$ cat src/rtl/gp_regfile_pkg.sv
// Shared defaults and the register index type for the general-purpose register file.
package gp_regfile_pkg;
  localparam int XLEN_DEF  = 32;
  localparam int NREGS_DEF = 32;
  localparam int NRD_DEF   = 2;
  localparam int AW_DEF    = $clog2(NREGS_DEF);

  typedef logic [AW_DEF-1:0] reg_idx_t;
endpackage

$ cat src/rtl/rf_scoreboard.sv
// Per-register busy bits with a registered population counter; x0 is never busy.
module rf_scoreboard
  import gp_regfile_pkg::*;
#(
  parameter int NREGS = NREGS_DEF,
  parameter int AW    = $clog2(NREGS)
) (
  input  logic             i_clk,
  input  logic             i_rst,
  input  logic             i_alloc_valid,
  input  logic [AW-1:0]    i_alloc_addr,
  input  logic             i_we,
  input  logic [AW-1:0]    i_wr_addr,
  input  logic             i_flush,
  output logic [NREGS-1:0] o_busy,
  output logic [AW:0]      o_busy_cnt
);
  logic [NREGS-1:0] r_busy;
  logic [AW:0]      r_cnt;
  logic [NREGS-1:0] w_busy_nxt;
  logic             w_set, w_clr, w_inc, w_dec;

  // Alloc is applied after the clear so a same-index producer keeps the bit set.
  always_comb begin
    w_set      = i_alloc_valid && (i_alloc_addr != '0);
    w_clr      = i_we && (i_wr_addr != '0);
    w_busy_nxt = r_busy;
    if (w_clr) w_busy_nxt[i_wr_addr] = 1'b0;
    if (w_set) w_busy_nxt[i_alloc_addr] = 1'b1;
    w_busy_nxt[0] = 1'b0;
    w_inc = w_set && !r_busy[i_alloc_addr];
    w_dec = w_clr && r_busy[i_wr_addr] && !(w_set && (i_alloc_addr == i_wr_addr));
  end

  always_ff @(posedge i_clk) begin
    if (i_rst || i_flush) begin
      r_busy <= '0;
      r_cnt  <= '0;
    end else begin
      r_busy <= w_busy_nxt;
      case ({w_inc, w_dec})
        2'b10:   r_cnt <= r_cnt + 1'b1;
        2'b01:   r_cnt <= r_cnt - 1'b1;
        default: r_cnt <= r_cnt;
      endcase
    end
  end

  assign o_busy     = r_busy;
  assign o_busy_cnt = r_cnt;
endmodule

$ cat src/rtl/gp_regfile_sb.sv
// Register file with NRD combinational read ports and a producer scoreboard.
// Define REGFILE_BYPASS_EN to forward same-cycle write data to matching reads.
module gp_regfile_sb
  import gp_regfile_pkg::*;
#(
  parameter int XLEN  = XLEN_DEF,
  parameter int NREGS = NREGS_DEF,
  parameter int NRD   = NRD_DEF,
  localparam int AW   = $clog2(NREGS)
) (
  input  logic                clk,
  input  logic                rst,
  input  logic                we,
  input  logic [AW-1:0]       wr_addr,
  input  logic [XLEN-1:0]     wr_data,
  input  logic [NRD*AW-1:0]   rd_addr,
  output logic [NRD*XLEN-1:0] rd_data,
  output logic [NRD-1:0]      rd_busy,
  input  logic                alloc_valid,
  input  logic [AW-1:0]       alloc_addr,
  input  logic                flush,
  output logic [AW:0]         busy_cnt
);
  logic [XLEN-1:0]  r_regs [NREGS];
  logic [NREGS-1:0] w_busy;
  logic [AW:0]      w_cnt;
  logic             w_wr_en;

  assign w_wr_en = we && (wr_addr != '0);

  always_ff @(posedge clk) begin
    if (rst) begin
      for (int i = 0; i < NREGS; i++) r_regs[i] <= '0;
    end else if (w_wr_en) begin
      r_regs[wr_addr] <= wr_data;
    end
  end

  rf_scoreboard #(.NREGS(NREGS), .AW(AW)) u_sb (
    .i_clk        (clk),
    .i_rst        (rst),
    .i_alloc_valid(alloc_valid),
    .i_alloc_addr (alloc_addr),
    .i_we         (we),
    .i_wr_addr    (wr_addr),
    .i_flush      (flush),
    .o_busy       (w_busy),
    .o_busy_cnt   (w_cnt)
  );

  // Outputs are held at zero while reset is asserted, not only after the edge.
  assign busy_cnt = rst ? '0 : w_cnt;

  for (genvar p = 0; p < NRD; p++) begin : g_rd
    logic [AW-1:0]   w_ra;
    logic [XLEN-1:0] w_stored, w_data;
    logic            w_bsy;

    assign w_ra     = rd_addr[p*AW +: AW];
    assign w_stored = (w_ra == '0) ? '0 : r_regs[w_ra];
`ifdef REGFILE_BYPASS_EN
    logic w_hit;
    assign w_hit  = w_wr_en && (w_ra == wr_addr);
    assign w_data = w_hit ? wr_data : w_stored;
    // A same-index alloc means a newer producer is in flight, so keep the registered flag.
    assign w_bsy  = (w_hit && !(alloc_valid && (alloc_addr == wr_addr))) ? 1'b0 : w_busy[w_ra];
`else
    assign w_data = w_stored;
    assign w_bsy  = w_busy[w_ra];
`endif
    assign rd_data[p*XLEN +: XLEN] = rst ? '0 : w_data;
    assign rd_busy[p]              = rst ? 1'b0 : w_bsy;
  end
endmodule

$ cat config.mk
export PLATFORM = sky130hd
export DESIGN_NAME = gp_regfile_sb
export DESIGN_NICKNAME = d
export VERILOG_FILES = /design/src/rtl/gp_regfile_pkg.sv /design/src/rtl/rf_scoreboard.sv /design/src/rtl/gp_regfile_sb.sv
export SDC_FILE = /design/constraint.sdc
export NUM_CORES = 2
export LEC_CHECK = 0
export CAP_MARGIN = 20
export CORE_AREA = 2 2 264 396
export DETAILED_ROUTE_END_ITERATION = 16
export DIE_AREA = 0 0 266 398
export HOLD_SLACK_MARGIN = 0.02
export PLACE_DENSITY = 0.76
export REMOVE_ABC_BUFFERS = 1
export SLEW_MARGIN = 20
export SYNTH_ARGS = -nofsm -noshare
export SYNTH_HDL_FRONTEND = slang
export SYNTH_SLANG_ARGS = --single-unit
$ cat constraint.sdc
create_clock -name clk -period 4.5 [get_ports clk]
set_clock_uncertainty 0.15 [all_clocks]
set_input_delay 0.9 -clock clk [delete_from_list [all_inputs] [get_ports clk]]
set_output_delay 0.9 -clock clk [all_outputs]
set_load 0.01 [all_outputs]
==> flow_metrics.py <==
metrics = {
    "run": {
        "cap_violations": 0,
    },
    "detailed_routing": {
        "drt_iter0_drc": 4956,
        "drt-total-wl_mm": 179.9,
        "via_per_inst": 6.987,
        "dr.pass1.iters": 6,
        "postRouteAntennaNets": 0,
        "drc": 0,
        "vias": 36590,
        "wl_per_cell_um": 34.34,
    },
    "critical_path": {
        "slowest_delay_ns": 0.56,
        "path_delay_family": "buffers and inverters",
        "path_buf_inv": 3,
        "cp-end-kind": "primary output",
        "crit_arrival_ns": 3.42,
        "worstPathRequired_ns": 3.45,
        "cp_cell_sequence": "buf_8 -> buf_12 -> mux4_2 -> mux2i_1 -> o22a_1 -> o221ai_1 -> clkdlybuf4s50_1",
        "slowest_stage": "clkdlybuf4s50_1",
        "path_max_fanout": 16,
        "setup.worst_path.start_class": "input port",
        "crit_type": "in -> out",
    },
    "final_layout": {
        "layout-drive-gt1-share": 0.2677,
        "nets": 3903,
        "final_cells": 5237,
        "syn2layout_area_growth_pct": 14.52,
    },
    "power_and_ir_drop": {
        "powerDensity_nw_per_um2": 355.3,
        "p_leak_nw": 22.83,
        "p_total_w": 0.02321,
        "irDropWorstVdd_mv": 0.3709,
    },
    "place": {
        "globalplace.congestion": 0.9487,
        "place.port_buffers": 128,
        "dp_hpwl_mm": 112.2,
        "post-place-ws_ns": -0.4754,
        "numPlacedInstances": 5054,
    },
    "grt": {
        "grt_pass1_wl_mm": 258.0,
        "grt_usage": 0.3443,
        "grt_overflow": 0,
        "antenna_found_initial": 8,
        "grt_max_degree": 55,
        "grt_pass1_vias": 38190,
    },
    "clock_tree": {
        "cts_buffers": 97,
        "insertion_delay_ns": 0.71,
        "cts_tree": "yes",
        "cts_root_buffer": "clkbuf_16",
        "cts_max_path_buffers": 3,
        "clk_pin_slew_ns": 0.06,
        "clkSinkCount": 1061,
        "htreeDepth": 3,
        "cts_hold_buf": 0,
    },
    "logic_synthesis": {
        "synthDistinctLibCells": 54,
        "synth_top_area_cell": "edfxtp_1",
        "postSynthAreaPerCell_um2": 15.42,
        "synth_top_cell_area_share": 0.5390,
        "ys_seq_elements": 1061,
        "yosysSeqAreaShare": 0.5520,
        "synth-edff-count": 1024,
        "synth-main-ff-cell": "edfxtp_1",
        "synth_area_um2": 57050,
        "synth_area_leaders": "edfxtp_1 (54%), mux4_2 (21%), and2_1 (11%), mux2i_1 (4.5%), clkbuf_1 (1.9%)",
        "netlist_top_cells_count": "edfxtp_1 (1024), and2_1 (995), mux4_2 (536)",
        "yosysWarningCount": 0,
        "syn_inst": 3700,
        "yosysMostFrequentCell": "edfxtp_1",
        "async_flop_share": 0,
    },
    "timing": {
        "worst_slew_pin_slew_ns": 1.236,
        "period_share": 0.9941,
        "grt_setup_unrepaired": "false",
        "slew_violations": 0,
        "slew_headroom": 0.1738,
        "setup_viol": 0,
        "whs_ns": 0.3310,
        "worst_slack_ns": 0.02660,
        "period_minus_slack_ns": 4.473,
        "hold_violations": 0,
        "max_freq_mhz": 223.5,
    },
    "floorplanning": {
        "core_region_area_um2": 102300,
        "die_x_um": 266,
        "io_pins": 129,
        "start_util": 0.5574,
        "rows": 144,
        "dieArea_um2": 105900,
        "die_h_um": 398,
    },
    "outcome": {
        "status": "finished, final reports clean",
    },
    "worst_hold_path": {
        "min_path_type": "reg -> reg",
    },
}
==> worst min-delay path, stage by stage, from the launching register on <==
cell and delay [ns]:
dfxtp_1 0.32, nand2_1 0.06, a21oi_1 0.05
==> where the power goes <==
part           switching (W)  internal [W]  total, W
registers           0.000270        0.0114    0.0116
clock network        0.00371       0.00482   0.00853
logic                0.00162       0.00143   0.00305
==> cells by family (layout without fill, tap and decap cells) <==
kind of cell | count (synthesis) | after routing | share of synthesized area
adders and majority gates | 6 | 6 | 0.001448
buffers and inverters | 408 | 595 | 0.02919
xor gates and xnor gates | 7 | 7 | 0.001075
and+or+nand+nor | 1167 | 1167 | 0.1231
AOI/OAI and AO/OA | 244 | 244 | 0.03233
muxes | 806 | 806 | 0.2608
DFF | 1061 | 1061 | 0.5520
other | 1 | 37 | 0.00006574
==> sequential cells by signal (all words and copies together) (netlist names) <==
signal,count
u_sb.o_busy,31
r_regs,1024
u_sb.o_busy_cnt,6
==> per-stage QoR <==
stage | util | cell area (um^2) | setup TNS, ns
after global routing | 0.6383 | 65320 | 0
final | 0.6384 | 65330 | 0
after CTS | 0.6380 | 65290 | 0
after floorplan | - | 55520 | 0
after global placement | 0.6063 | 62040 | -1.090
after detailed placement | 0.6068 | 62100 | -0.9298
==> layer usage <==
metal	track usage	vias up	wire, um
met1	0.4138	18680	58920
met2	0.5711	2624	89000
met4	0.2199	6	12270
met5	0	-	34
li1	-	14560	-
met3	0.06856	725	19620
==> path summary, 6_finish.rpt <==
kind                            from                  to  slack [ns]  cells after the start
setup / recovery          rd_addr[0]          rd_data[0]        0.03                      7
hold / removal    u_sb.o_busy_cnt[3]  u_sb.o_busy_cnt[3]        0.33                      2
setup reg to reg     u_sb.o_busy[17]  u_sb.o_busy_cnt[5]        0.73                     11
hold reg to reg   u_sb.o_busy_cnt[3]  u_sb.o_busy_cnt[3]        0.33                      2
==> repair_timing <==
item / CTS / global route
setup endpoints to repair: 0 / 4
gates resized for setup: 0 / 3
setup buffers: 0 / 0
==> layout make-up <==
cell class                 instances  area (um^2)
clock inverter                    49        544.3
antenna                            5        12.51
sequential                      1061        31490
inverter                           7        26.28
tap                             1314         1644
multi-input combinational       2262        24580
timing repair buffer             411         4382
clock buffer                     128         2649
fill                            7097        37010
==> placed cells by master, fill, tap and decap left out, types with 8 or more instances in the layout <==
cell type,n
buf_12,72
clkbuf_16,101
edfxtp_1,1024
clkdlybuf4s50_1,115
mux2i_1,259
nand2_1,52
bufinv_16,12
o21ai_0,30
o21bai_4,26
clkinv_1,18
o221ai_1,64
clkinv_2,16
nor2b_1,14
and2_1,995
nor3_1,8
o22a_1,64
dfxtp_1,37
nor2_1,26
conb_1,32
buf_4,210
a21oi_1,35
nor2_4,31
clkbuf_1,25
mux4_2,536
Power figures use the tool's default switching activity.
